**src/rtl/mem_arb_pkg.sv**
```systemverilog
// mem_arb_pkg: arbiter state encoding and memory write-enable constants
package mem_arb_pkg;
  typedef enum logic [1:0] {IDLE, LOAD, STORE, DRAIN_WAIT} arb_state_e;
  localparam logic MEM_RD = 1'b0;
  localparam logic MEM_WR = 1'b1;
endpackage

```
**src/rtl/sat_counter.sv**
```systemverilog
// sat_counter: up-counter that saturates at LIMIT, with synchronous clear taking priority
module sat_counter #(
  parameter int W     = 3,
  parameter int LIMIT = 4
) (
  input  logic         clk,
  input  logic         rst_n,
  input  logic         inc_i,
  input  logic         clr_i,
  output logic [W-1:0] cnt_o
);
  localparam logic [W-1:0] LIM = W'(LIMIT);
  logic [W-1:0] cnt_q, cnt_d;
  always_comb cnt_d = clr_i ? '0 : (inc_i && cnt_q != LIM) ? cnt_q + 1'b1 : cnt_q;
  always_ff @(posedge clk or negedge rst_n)
    if (!rst_n) cnt_q <= '0;
    else cnt_q <= cnt_d;
  assign cnt_o = cnt_q;
endmodule

```
**src/rtl/dmem_port_arbiter.sv**
```systemverilog
// dmem_port_arbiter: shares the data-memory port between store-buffer drain and load misses
module dmem_port_arbiter
  import mem_arb_pkg::*;
#(
  parameter int DATA_BITS    = 32,
  parameter int ADDRESS_BITS = 32,
  parameter int STARVE_LIMIT = 4,
  parameter int CNT_BITS     = 3
) (
  input  logic                    clk,
  input  logic                    rst,
  input  logic                    ldReq,
  input  logic [ADDRESS_BITS-1:0] ldAddr,
  output logic [DATA_BITS-1:0]    ldData,
  output logic                    ldAck,
  input  logic                    stbReq,
  input  logic [ADDRESS_BITS-1:0] stbAddr,
  input  logic [DATA_BITS-1:0]    stbData,
  output logic                    stbAck,
  input  logic                    drainReq,
  output logic                    drainDone,
  output logic                    memReq,
  output logic                    memWe,
  output logic [ADDRESS_BITS-1:0] memAddr,
  output logic [DATA_BITS-1:0]    memWData,
  input  logic [DATA_BITS-1:0]    memRData,
  input  logic                    memAck
);
  localparam logic [CNT_BITS-1:0] STARVE_MAX = CNT_BITS'(STARVE_LIMIT);
  arb_state_e state_q;
  logic mem_req_q, mem_we_q, drained_q, drained_d;
  logic [ADDRESS_BITS-1:0] mem_addr_q;
  logic [DATA_BITS-1:0] mem_wdata_q;
  logic [CNT_BITS-1:0] starve_cnt;
  logic idle, starved, grant_ld, grant_st;
  // drained_q keeps drainDone to a single pulse per drain; any store granted meanwhile re-arms it
  always_comb begin
    idle      = state_q == IDLE;
    starved   = stbReq && starve_cnt == STARVE_MAX;
    grant_st  = idle && stbReq && (drainReq || starved || !ldReq);
    grant_ld  = idle && !drainReq && ldReq && !starved;
    ldAck     = state_q == LOAD && memAck;
    stbAck    = state_q == STORE && memAck;
    ldData    = ldAck ? memRData : '0;
    drainDone = idle && drainReq && !stbReq && !drained_q;
    drained_d = drainReq && (drainDone || (drained_q && !grant_st));
  end
  sat_counter #(.W(CNT_BITS), .LIMIT(STARVE_LIMIT)) u_starve (
    .clk   (clk),
    .rst_n (rst),
    .inc_i (ldAck && stbReq),
    .clr_i (stbAck || (idle && !stbReq)),
    .cnt_o (starve_cnt)
  );
  always_ff @(posedge clk or negedge rst) begin
    if (!rst) begin
      state_q     <= IDLE;
      mem_req_q   <= 1'b0;
      mem_we_q    <= MEM_RD;
      mem_addr_q  <= '0;
      mem_wdata_q <= '0;
      drained_q   <= 1'b0;
    end else begin
      drained_q <= drained_d;
      case (state_q)
        IDLE: if (grant_st || grant_ld) begin
          state_q     <= grant_st ? STORE : LOAD;
          mem_req_q   <= 1'b1;
          mem_we_q    <= grant_st ? MEM_WR : MEM_RD;
          mem_addr_q  <= grant_st ? stbAddr : ldAddr;
          mem_wdata_q <= grant_st ? stbData : '0;
        end
        LOAD, STORE: if (memAck) begin
          state_q     <= (state_q == STORE && drainReq) ? DRAIN_WAIT : IDLE;
          mem_req_q   <= 1'b0;
          mem_we_q    <= MEM_RD;
          mem_addr_q  <= '0;
          mem_wdata_q <= '0;
        end
        default: state_q <= IDLE;
      endcase
    end
  end
  assign memReq   = mem_req_q;
  assign memWe    = mem_we_q;
  assign memAddr  = mem_addr_q;
  assign memWData = mem_wdata_q;
endmodule

```
**config.mk**
```make
export PLATFORM = sky130hd
export DESIGN_NAME = dmem_port_arbiter
export DESIGN_NICKNAME = d
export VERILOG_FILES = /design/src/rtl/mem_arb_pkg.sv /design/src/rtl/sat_counter.sv /design/src/rtl/dmem_port_arbiter.sv
export SDC_FILE = /design/constraint.sdc
export NUM_CORES = 1
export LEC_CHECK = 0
export ABC_AREA = 0
export CAP_MARGIN = 20
export CORE_UTILIZATION = 36
export DETAILED_ROUTE_END_ITERATION = 8
export PLACE_DENSITY = 0.82
export REMOVE_ABC_BUFFERS = 1
export SYNTH_ARGS = -nofsm -noshare
export SYNTH_HDL_FRONTEND = slang
export SYNTH_SLANG_ARGS = --single-unit
```
**constraint.sdc**
```tcl
create_clock -name clk -period 2.4 [get_ports clk]
set_input_delay 0.72 -clock clk [delete_from_list [all_inputs] [get_ports clk]]
set_output_delay 0.72 -clock clk [all_outputs]
set_load 0.01 [all_outputs]
```
==> summary.md <==
| Metric | Value |
|---|---|
| Crit. path cell count | `4` |
| CP max FO | `17` |
| Post-route DRC | `0` |
| Placement Cell Area | `a little under 6000 sq um` |
| Worst-margin pin slew | `around 380 ps` |
| Fmax | `between 400 and 500 MHz` |
| Minimum clock period | `around 2400 ps` |
| Max Slew Vio Count | `0` |
| Status | `complete, no violations` |
| Die height | `99.1 um` |
| Setup crit start kind | `input port` |
| H-tree levels | `3` |
| Synth Area in Compound Gates | `15.4%` |
| CTS tree | `built` |
| Worst min path class | `input port to async pin` |
| Synth cell types | `31` |
| Fraction of registers with async set/reset | `between 90% and 100%` |
| Max rail drop VDD | `0.730 mV` |
| GP Congestion | `just under 0.8` |
| Register share of total power | `29.5%` |
| Top post-synthesis cells by count | `dfrtp_1, nand2_1, mux2i_1` |
| Worst Skew | `around 7.8 ps` |
| CP max stage delay | `290 ps` |
| Clock Sinks | `72` |
| Worst path top cell family by delay | `buffers and inverters` |
| #FFs+latches synth | `72` |
| R2R Path End | `memAddr[3]` |
| CP Capture Type | `output pin` |
| Hold Vio Cnt, Final | `0` |
| Root Buffer | `clkbuf_8` |
| Antenna diodes | `0` |
| Largest family of logic cells by synthesized area | `compound AO/OA/AOI/OAI gates` |
| 1st-iter DRT viols | `93` |
| Pleak | `between 3 and 4 nW` |
| Internal cell power | `~4.4 mW` |
| Final Cycle Share | `between 90 and 100%` |
| Worst-skew pair later-pin latency | `340 ps` |
| Post-Synthesis Cells | `299` |
| Yosys top cell area share | `between 50% and 60%` |
| Antenna viol nets, final | `0` |
| Die width | `99.1 um` |
| Vias in the first global route | `between 3,000 and 4,000` |
| Slowest CP cell | `bufbuf_16` |
| Max-capacitance violation count | `0` |
| Total congestion overflow | `0` |
| Main synth FF type | `dfrtp_1` |
| Arr. time, crit path | `1660 ps` |
| First-pass GRT wire length | `between 15,000 and 20,000 um` |
| # setup viols final | `0` |
| Number of flops mapped to enable cells by yosys | `0` |
| Synth Area in Simple Gates | `a little over an eighth` |
| Total CTS buffers | `9` |
| Reg2Reg Launch Point | `state_q[0]` |
| Final total power | `~6.9 mW` |
| R2R setup slack | `approximately 470 ps` |
| DR pass1 iterations | `6` |
| Port Buf Inserts | `234` |
| Core area | `9200 sq um` |
| Clk slew on worst S/H paths | `approximately 70 ps` |
| HPWL Detailed | `between 7000 and 8000 um` |
| Multiplexer share of the synthesized area | `9.72%` |
| Logic pwr share | `~55%` |
| Pre-CTS worst setup slack | `-545 ps` |
| Buf+Inv Stages, Crit Path | `3` |
| RSZ-0062 raised after global routing | `false` |
| Switching pwr | `roughly 2.5 mW` |
| Pwr/cell area | `~1100 nW/um^2` |
| Crit Path Class | `input port to output pin` |
| Count leader, synth | `dfrtp_1` |
| Crit-path cells | `clkdlybuf4s15_2 -> bufbuf_16 -> and2_1 -> clkdlybuf4s15_1` |
| Die footprint | `9830 sq um` |
| Vias per cell | `~4.9` |
| Initial Util | `36.9%` |
| Layout cell share with drive strength beyond 1 | `8.79%` |
| Top post-synthesis cells by area | `dfrtp_1, mux2i_1, a22o_1` |
| Final setup TNS | `0 ps` |
| Fraction of the yosys area taken by sequential cells | `between 50 and 60%` |
| WP data required | `around 1700 ps` |
| Switching share of power | `~36%` |
| Post-Synth XOR/XNOR Area | `0.258%` |
| Yosys warning count | `0` |
| Final wirelength | `a little over 10,000 um` |
| Largest net degree at the start of global routing | `45` |
| Syn avg cell area | `~11 sq um` |
| Initial antenna violation count | `0` |
| Layout net count | `between 600 and 700` |
| Area growth syn-to-layout | `83.1%` |
| Fin Hold WS | `slightly below 300 ps` |
| CTS Buffer Depth | `2` |
| # IOs | `about 240` |
| Leading area contributor after synthesis | `dfrtp_1` |
| Relative slew slack | `around 75%` |
| Synth Area in Adders | `roughly 2.2%` |
| DR vias | `3,238` |
| Clock power frac | `15.7%` |
| R2R depth | `7` |
| Post-Syn Area | `3400 sq um` |
| Setup WS post-layout | `about 17 ps` |
| Gr usage total | `about a fifth` |
| Placement Rows | `35` |
| Hold-fix buffers, CTS | `0` |
| Fill count | `721` |
| Average wire per cell in the routed design | `~16 um` |
| Post-Layout Inst Area | `roughly 6200 sq um` |
-- power by group through the flow --
stage	clock network, mW	registers [mW]	logic (mW)
floorplan	0	2.26	1.39
finish	1.08	2.03	3.77
global placement	0	2.02	3.73
global route	1.17	2.10	4.08
detailed placement	0	2.04	3.84
CTS	1.11	2.03	3.81
-- worst register-to-register path, stage by stage (launching register included) --
cell and delay, ps:
dfrtp_1 420, inv_1 100, ha_1 450, nand2b_1 190, o221ai_4 120, or2_4 280, buf_12 160, o21ai_1 150
-- metal layers --
layer,routed length (um),global-route usage (%),vias up,share of wire (%)
met5,0,0,-,0
met4,145,6.67,0,1.4
met3,706,5.20,14,6.9
met2,5170,36.4,138,50
met1,4230,26.3,1533,41
li1,-,-,1553,-
-- flip-flops by register name, summed over array words and instances, names as in the netlist --
register and cells:
memAddr 32, memWData 32, u_starve.cnt_o 3, state_q 2
drained_q 1, memReq 1, memWe 1
-- final cells by class --
| cell class | count | area (sq um) | area share (%) |
|---|---|---|---|
| tap | 111 | 139 | 2.23 |
| clock buffer | 10 | 138 | 2.21 |
| inverter | 4 | 15.0 | 0.241 |
| clock inverter | 6 | 91.3 | 1.47 |
| timing repair buffer | 254 | 2610 | 41.9 |
| sequential | 72 | 1800 | 29.0 |
| multi-input combinational | 200 | 1430 | 23.0 |
-- metrics by stage --
stage               utilization [%]  std cells
CTS                            67.4        657
global placement               64.8        639
finish                         67.6        657
detailed placement             64.8        639
global route                   67.6        657
floorplan                         -        276
-- placed cells by master (no fill, tap or decap), types with 2 or more instances in the layout --
cell	n
clkinv_4	2
dfrtp_1	72
bufinv_16	2
and3_1	32
clkdlybuf4s50_1	196
and2_1	2
inv_1	4
a22o_1	32
a21o_1	2
nor2_1	2
clkdlybuf4s15_1	15
dlygate4sd2_1	20
mux2i_1	33
nand2_1	37
buf_12	9
o21ai_1	32
clkbuf_8	10
buf_4	11
nand2b_1	3
clkdlybuf4s15_2	2
nand3_1	3
ha_1	5
-- repair_timing --
| item | 4_1_cts | 5_1_grt |
|---|---|---|
| endpoints found under the setup margin | 35 | 13 |
| gates cloned | 1 | 0 |
| gates resized for setup | 46 | 13 |
| buffers inserted | 1 | 0 |
| pin swaps | 0 | 0 |
-- logic make-up after synthesis --
family	count (synthesis)
flip-flops	72
AO/OA/AOI/OAI	74
multiplexers	33
AND/OR/NAND/NOR	86
buffers and inverters	27
XOR/XNOR	1
adder cells (fa/ha/maj)	6
-- worst max-delay path by stage --
stage	slack, ps	startpoint	endpoint
2_1_floorplan	-620	stbReq	memAddr[0]
3_3_place_gp	-560	stbReq	drainDone
3_5_place_dp	-550	stbReq	drainDone
4_1_cts	2	memAck	stbAck
5_1_grt	0.3	memAck	ldData[6]
6_report	20	memAck	stbAck
(Power assumes the default switching activity.)
